--- src/rtl/hazard_stall_ctrl.sv ---
// Load-use interlock, taken-branch squash and destination-tag pipe for the 5-stage pipeline.
// Also exports the EX/MEM/WB write tags that the forwarding selector compares against.
//
// state    | meaning
// ST_RUN   | normal issue; interlock on load-use, squash on a taken branch
// ST_FLUSH | squashing IF/ID after a taken branch, fcnt_q cycles left
module hazard_stall_ctrl #(
   parameter int REG_W        = 5,
   parameter int FLUSH_CYCLES = 2,
   parameter int CNT_W        = 16
) (
   input  logic             clk,
   input  logic             rst,
   input  logic             id_valid,
   input  logic [REG_W-1:0] id_rs,
   input  logic [REG_W-1:0] id_rt,
   input  logic             id_use_rs,
   input  logic             id_use_rt,
   input  logic [REG_W-1:0] id_rw,
   input  logic             id_regwr,
   input  logic             id_load,
   input  logic             br_taken,
   output logic             stall_pc,
   output logic             stall_id,
   output logic             bubble_ex,
   output logic             flush_if,
   output logic             flush_id,
   output logic [REG_W-1:0] ex_rw,
   output logic [REG_W-1:0] mem_rw,
   output logic [REG_W-1:0] wb_rw,
   output logic [CNT_W-1:0] stall_cnt,
   output logic [CNT_W-1:0] flush_cnt
);

   typedef enum logic {ST_RUN, ST_FLUSH} state_t;

   localparam int FC_W = (FLUSH_CYCLES > 1) ? $clog2(FLUSH_CYCLES) : 1;
   localparam logic [FC_W-1:0] FC_LOAD = FC_W'(FLUSH_CYCLES - 1);

   state_t           state_q, state_d;
   logic [FC_W-1:0]  fcnt_q, fcnt_d;
   logic [REG_W-1:0] ex_rw_q, ex_rw_d, mem_rw_q, mem_rw_d, wb_rw_q, wb_rw_d;
   logic             ex_regwr_q, ex_regwr_d, mem_regwr_q, mem_regwr_d, wb_regwr_q, wb_regwr_d;
   logic             ex_load_q, ex_load_d;
   logic [CNT_W-1:0] stall_cnt_q, stall_cnt_d, flush_cnt_q, flush_cnt_d;

   logic load_use, flush, stall;

   always_comb begin
      load_use = ex_load_q && ex_regwr_q && (ex_rw_q != '0) && id_valid &&
                 ((id_use_rs && (id_rs == ex_rw_q)) || (id_use_rt && (id_rt == ex_rw_q)));
      // A taken branch squashes the dependent instruction, so it overrides the interlock.
      flush = br_taken || (state_q == ST_FLUSH);
      stall = load_use && !flush;
   end

   assign stall_pc  = stall;
   assign stall_id  = stall;
   assign bubble_ex = stall || flush;
   assign flush_if  = flush;
   assign flush_id  = flush;

   assign ex_rw     = ex_regwr_q  ? ex_rw_q  : '0;
   assign mem_rw    = mem_regwr_q ? mem_rw_q : '0;
   assign wb_rw     = wb_regwr_q  ? wb_rw_q  : '0;
   assign stall_cnt = stall_cnt_q;
   assign flush_cnt = flush_cnt_q;

   always_comb begin
      state_d = state_q;
      fcnt_d  = fcnt_q;
      if (br_taken) begin
         if (FLUSH_CYCLES > 1) begin
            state_d = ST_FLUSH;
            fcnt_d  = FC_LOAD;
         end else begin
            state_d = ST_RUN;
         end
      end else if (state_q == ST_FLUSH) begin
         if (fcnt_q == FC_W'(1)) state_d = ST_RUN;
         fcnt_d = fcnt_q - FC_W'(1);
      end
   end

   always_comb begin
      if (id_valid && !bubble_ex) begin
         ex_rw_d    = id_rw;
         ex_regwr_d = id_regwr;
         ex_load_d  = id_load;
      end else begin
         ex_rw_d    = '0;
         ex_regwr_d = 1'b0;
         ex_load_d  = 1'b0;
      end
      mem_rw_d    = ex_rw_q;
      mem_regwr_d = ex_regwr_q;
      wb_rw_d     = mem_rw_q;
      wb_regwr_d  = mem_regwr_q;
   end

   always_comb begin
      stall_cnt_d = stall_cnt_q;
      flush_cnt_d = flush_cnt_q;
      if (stall && (stall_cnt_q != '1))    stall_cnt_d = stall_cnt_q + CNT_W'(1);
      if (br_taken && (flush_cnt_q != '1)) flush_cnt_d = flush_cnt_q + CNT_W'(1);
   end

   always_ff @(posedge clk or posedge rst) begin
      if (rst) begin
         state_q     <= ST_RUN;
         fcnt_q      <= '0;
         ex_rw_q     <= '0;
         ex_regwr_q  <= 1'b0;
         ex_load_q   <= 1'b0;
         mem_rw_q    <= '0;
         mem_regwr_q <= 1'b0;
         wb_rw_q     <= '0;
         wb_regwr_q  <= 1'b0;
         stall_cnt_q <= '0;
         flush_cnt_q <= '0;
      end else begin
         state_q     <= state_d;
         fcnt_q      <= fcnt_d;
         ex_rw_q     <= ex_rw_d;
         ex_regwr_q  <= ex_regwr_d;
         ex_load_q   <= ex_load_d;
         mem_rw_q    <= mem_rw_d;
         mem_regwr_q <= mem_regwr_d;
         wb_rw_q     <= wb_rw_d;
         wb_regwr_q  <= wb_regwr_d;
         stall_cnt_q <= stall_cnt_d;
         flush_cnt_q <= flush_cnt_d;
      end
   end

endmodule

--- config.mk ---
export PLATFORM = sky130hd
export DESIGN_NAME = hazard_stall_ctrl
export DESIGN_NICKNAME = d
export VERILOG_FILES = /design/src/rtl/hazard_stall_ctrl.sv
export SDC_FILE = /design/constraint.sdc
export NUM_CORES = 1
export LEC_CHECK = 0
export BUFFER_PORTS_ARGS = -buffer_cell sky130_fd_sc_hd__buf_2
export CORE_UTILIZATION = 55
export CTS_CLUSTER_SIZE = 24
export DETAILED_ROUTE_END_ITERATION = 12
export HOLD_SLACK_MARGIN = 0.03
export PLACE_DENSITY = 0.91
export SLEW_MARGIN = 30
export SYNTH_ARGS = -nofsm -noshare
export SYNTH_HDL_FRONTEND = slang
export SYNTH_SLANG_ARGS = --single-unit
--- constraint.sdc ---
create_clock -name clk -period 5.27 [get_ports clk]
set_input_delay 0.2635 -clock clk [delete_from_list [all_inputs] [get_ports clk]]
set_output_delay 0.2635 -clock clk [all_outputs]
set_load 0.005 [all_outputs]
**Word level (Yosys, flattened, before mapping)**

Index checks and enable logic that the tools add are counted.
W data, S select, Z words.

- Flip-flop bits (word level): 53
- Input bits: 23
- Output and inout bits: 52

- Add/subtract/negate cells: 3
- Equality and inequality tests: 4
- Multiplexer cells: 11
- Reduce and logical (&&, ||, !) cells: 17

Operator list:

| cell | count |
|---|---|
| $add A16 B1 Y16 const B | 2 |
| $ne A16 B16 Y1 const B | 2 |
| $mux W5 | 4 |
| $eq A5 B5 Y1 | 2 |
| $logic_and A1 B1 Y1 | 10 |
| $mux W1 | 7 |
| $reduce_bool A5 Y1 | 1 |
| $logic_or A1 B1 Y1 | 3 |
| $logic_not A1 Y1 | 2 |
| $reduce_bool A2 Y1 | 1 |
| $sub A1 B1 Y1 const B | 1 |

**Longest topological paths before layout**

- Depth after elaboration: 9
- Mapped depth: 6
- Mapped depth without buffers: 6

**Least setup slack after synthesis**

OpenSTA, ideal clock, no wires.

- Path type: reg2out
- Start: register ex_rw_q[1]
- End: output stall_pc
- Arrival time: 1.595 ns
- Required time: 5.007 ns
- Path slack: 3.412 ns
- Stages on the path, launching flop included: 6
- Path through: dfrtp_1 -> or4_4 -> o2111ai_4 -> inv_2 -> and3_1 -> buf_4

- Longest elaborated chain between the ends: 5
- Elaborated cells on any way between the ends: 10

RTL lines:

| element | line | RTL |
|---|---|---|
| from (decl) | 42 | `logic [REG_W-1:0] ex_rw_q, ex_rw_d, mem_rw_q, mem_rw_d, wb_rw_q, wb_rw_d;` |
| from (signal assigned) | 124 | `ex_rw_q <= ex_rw_d;` |
| $eq A5 B5 Y1 or $reduce_bool A5 Y1 (tied branches) | 51, 50 |  |
| $logic_and A1 B1 Y1, on equally long branches | 51, 50 |  |
| $logic_or A1 B1 Y1 or $logic_and A1 B1 Y1 (tied branches) | 51, 50 |  |
| $logic_and A1 B1 Y1 * | 50 | `load_use = ex_load_q && ex_regwr_q && (ex_rw_q != '0) && id_valid &&` |
| $logic_and A1 B1 Y1 * | 54 | `stall = load_use && !flush;` |
| to (decl) | 23 | `output logic stall_pc,` |

Every way passes the cells marked *; elsewhere a longest branch is shown, timed or not.

**Final worst setup path**

- Start: register state_q
- End: output bubble_ex

- Longest elaborated chain between the ends: 4

RTL lines:

| element | line | RTL |
|---|---|---|
| from (decl) | 40 | `state_t state_q, state_d;` |
| from (signal assigned) | 122 | `state_q <= state_d;` |
| $logic_or A1 B1 Y1 * | 53 | `flush = br_taken \|\| (state_q == ST_FLUSH);` |
| $logic_not A1 Y1 | 54 |  |
| $logic_and A1 B1 Y1 | 54 |  |
| $logic_or A1 B1 Y1 * | 59 | `assign bubble_ex = stall \|\| flush;` |
| to (decl) | 25 | `output logic bubble_ex,` |

Marks and branches as above.

==> impl_metrics.ini <==
[pwr]
power_density_mw_per_mm2 = 281
p_int_mw = 0.607
p_comb_share_pct = 13.8
p_clk_share_pct = 29.5
p_seq_share_pct = 56.8
total_power_mw = 0.843
peakVddDrop_v = 0.000275
swShare_pct = 27.9
switchingPower_mw = 0.235
p_leak_nw = 1.54

[synthesis]
synth_top_area_cell = dfrtp_1
ys.warnings.count = 0
async_flop_share_pct = 100
netlist-cell-type-count = 39
synth.most_common_cell = dfrtp_1
ys_top_cells_by_count = dfrtp_1 (53), xnor2_1 (32), nand3_1 (18)
yosys_most_used_dff = dfrtp_1
syn-num-nets = 246
synth_seq_cells = 53
synth_top_area_share_pct = 53.2
synth_area_per_cell_um2 = 11.3
ys_seq_area_share_pct = 53.2
synth.cell_area_mm2 = 0.00249
postSynthCellCount = 221
synth_area_leaders = dfrtp_1 (53%), xnor2_1 (11%), nand4_1 (4.3%)
synth_edf_count = 0

[clock_tree]
clk_pin_slew_ps = 100
cts_tree = built
cts_buffer_depth = 2
numCtsBuffers = 5
ctsHoldBuffers = 0
ctsRootBufferMaster = clkbuf_8
insertion_delay_ps = 310
post_cts.repair.setup_buffers = 0
cts_num_sinks = 53
htree_levels = 2
cts.repair.resized = 0

[worst_setup_path]
critPathKind = reg2out
required_ps = 5010
path_max_fanout = 12
worstPathArrival_ps = 2170
endpoint_kind = output port
startpoint_type = register
reg2reg_depth = 5

[floorplanning]
die_x_um = 69.4
core-area_mm2 = 0.00435
std_cell_rows = 24
die_y_um = 69.4
start_util_pct = 57.3
ios = 75
die-area_mm2 = 0.00481

[final_layout]
antenna_cells = 0
area_growth_pct = 20.3
post-route-util_pct = 68.9
fin_cells = 350
drive_gt1_share_pct = 31.9
fin_area_mm2 = 0.00300
nNetsFinal = 322

[global_routing]
grt_overflow = 0
grt_pass1_vias = 1922
grt_max_degree = 54
antenna_found_initial = 0
grt_pass1_wl_mm = 9.01
grt_usage_pct = 24.0

[placed_design]
dp_hpwl_mm = 3.86
dp.cells = 342
gp_congestion = 0.899
port-buffer-count = 74
pre_cts_slack_ps = 3190
dpl_cell_area_mm2 = 0.00290

[sta]
maxSlewViolCount = 0
hold_viol = 0
clock.fmax_mhz = 411
min_period_over_period_pct = 46.1
slew_headroom_pct = 45.9
timing.hold.ws_ps = 37.5
rsz0062_at_grt = false
finalSetupViolCount = 0
setup_slack_ps = 2840
tns_ps = 0
fin_worst_skew_ps = 6.48
fin_crit_ps = 2430
worstMarginPinSlew_ps = 809

[flow_run]
max_cap_viol_count = 0

[worst_hold_path]
hold_class = in2async

[route]
final_antenna_net_count = 0
drcViolationCount = 0
drtPass1Iterations = 4
vias_per_cell = 5.56
drt_wl_total_mm = 5.37
dr.first_iter.drc_count = 118
routedWlPerCell_um = 15.4
num_vias = 1947

[run_status]
status = finished clean
-- layout by cell type, fill, tap and decap left out, types with 10 or more instances in the layout --
| cell type | count |
|---|---|
| and3_1 | 15 |
| dfrtp_1 | 53 |
| xnor2_1 | 32 |
| nand3_1 | 18 |
| buf_2 | 74 |
| nand4_1 | 17 |
| nor2_1 | 10 |
| nand2_1 | 12 |
| and2_1 | 15 |
-- metal layers --
| metal | vias to the layer above | global-route usage, % | wire length [um] |
|---|---|---|---|
| li1 | 921 | - | - |
| met1 | 935 | 28.3 | 2140 |
| met2 | 82 | 40.9 | 2800 |
| met3 | 9 | 6.69 | 324 |
| met4 | 0 | 10.4 | 104 |
| met5 | - | 0 | 0 |
-- state kept, by name, indices dropped and copies added (netlist names), 5 cells and up --
name / count
mem_rw_q: 5
flush_cnt: 16
stall_cnt: 16
ex_rw_q: 5
wb_rw_q: 5
-- kinds of logic (layout without fill, tap and decap cells) --
group                    after synthesis  in the layout  synth area share (%)
AO/OA/AOI/OAI                         10             10                  4.61
XOR/XNOR                              36             36                  12.6
adder cells (fa/ha/maj)                2              2                  1.00
buffers and inverters                 13             90                  2.46
flip-flops                            53             53                  53.2
multiplexers                           5              5                  2.41
AND/OR/NAND/NOR                      102            102                  23.7
-- final cells by class --
| class | count | area, um2 |
|---|---|---|
| multi-input cells | 155 | 1110 |
| well taps | 52 | 65.1 |
| inverters | 8 | 32.5 |
| flip-flops and latches | 53 | 1330 |
| repair buffers | 74 | 370 |
| clock buffers | 6 | 82.6 |
| clock inverters | 2 | 17.5 |
| fillers | 315 | 1350 |
-- worst max-delay path, cell delays in order (launching register included) --
cell and delay (ps):
dfrtp_1 420, nor2_1 640, inv_1 330, a21oi_4 280
inv_1 60, buf_2 120
-- path summary, 6_finish.rpt --
| check | from | to | slack (ps) |
|---|---|---|---|
| setup / recovery | state_q$_DFF_PP0_ | bubble_ex | 2840 |
| setup reg to reg | state_q$_DFF_PP0_ | stall_cnt[15]$_DFFE_PP0P_ | 3090 |
| hold reg to reg | mem_rw_q[1]$_DFF_PP0_ | wb_rw_q[1]$_DFF_PP0_ | 370 |
| min in group clk | id_rw[3] | ex_rw_q[3]$_DFF_PP0_ | 190 |
| max in group asynchronous | rst | stall_cnt[11]$_DFFE_PP0P_ | 4820 |
| hold / removal | rst | flush_cnt[14]$_DFFE_PP0P_ | 40 |
-- power by group through the flow --
stage / clock (mW) / combinational [mW] / sequential, mW
6_report: 0.248 / 0.116 / 0.478
5_1_grt: 0.272 / 0.129 / 0.485
4_1_cts: 0.256 / 0.118 / 0.478
3_5_place_dp: 0 / 0.117 / 0.486
3_3_place_gp: 0 / 0.112 / 0.484
2_1_floorplan: 0 / 0.0670 / 0.483
(Power assumes the default switching activity.)
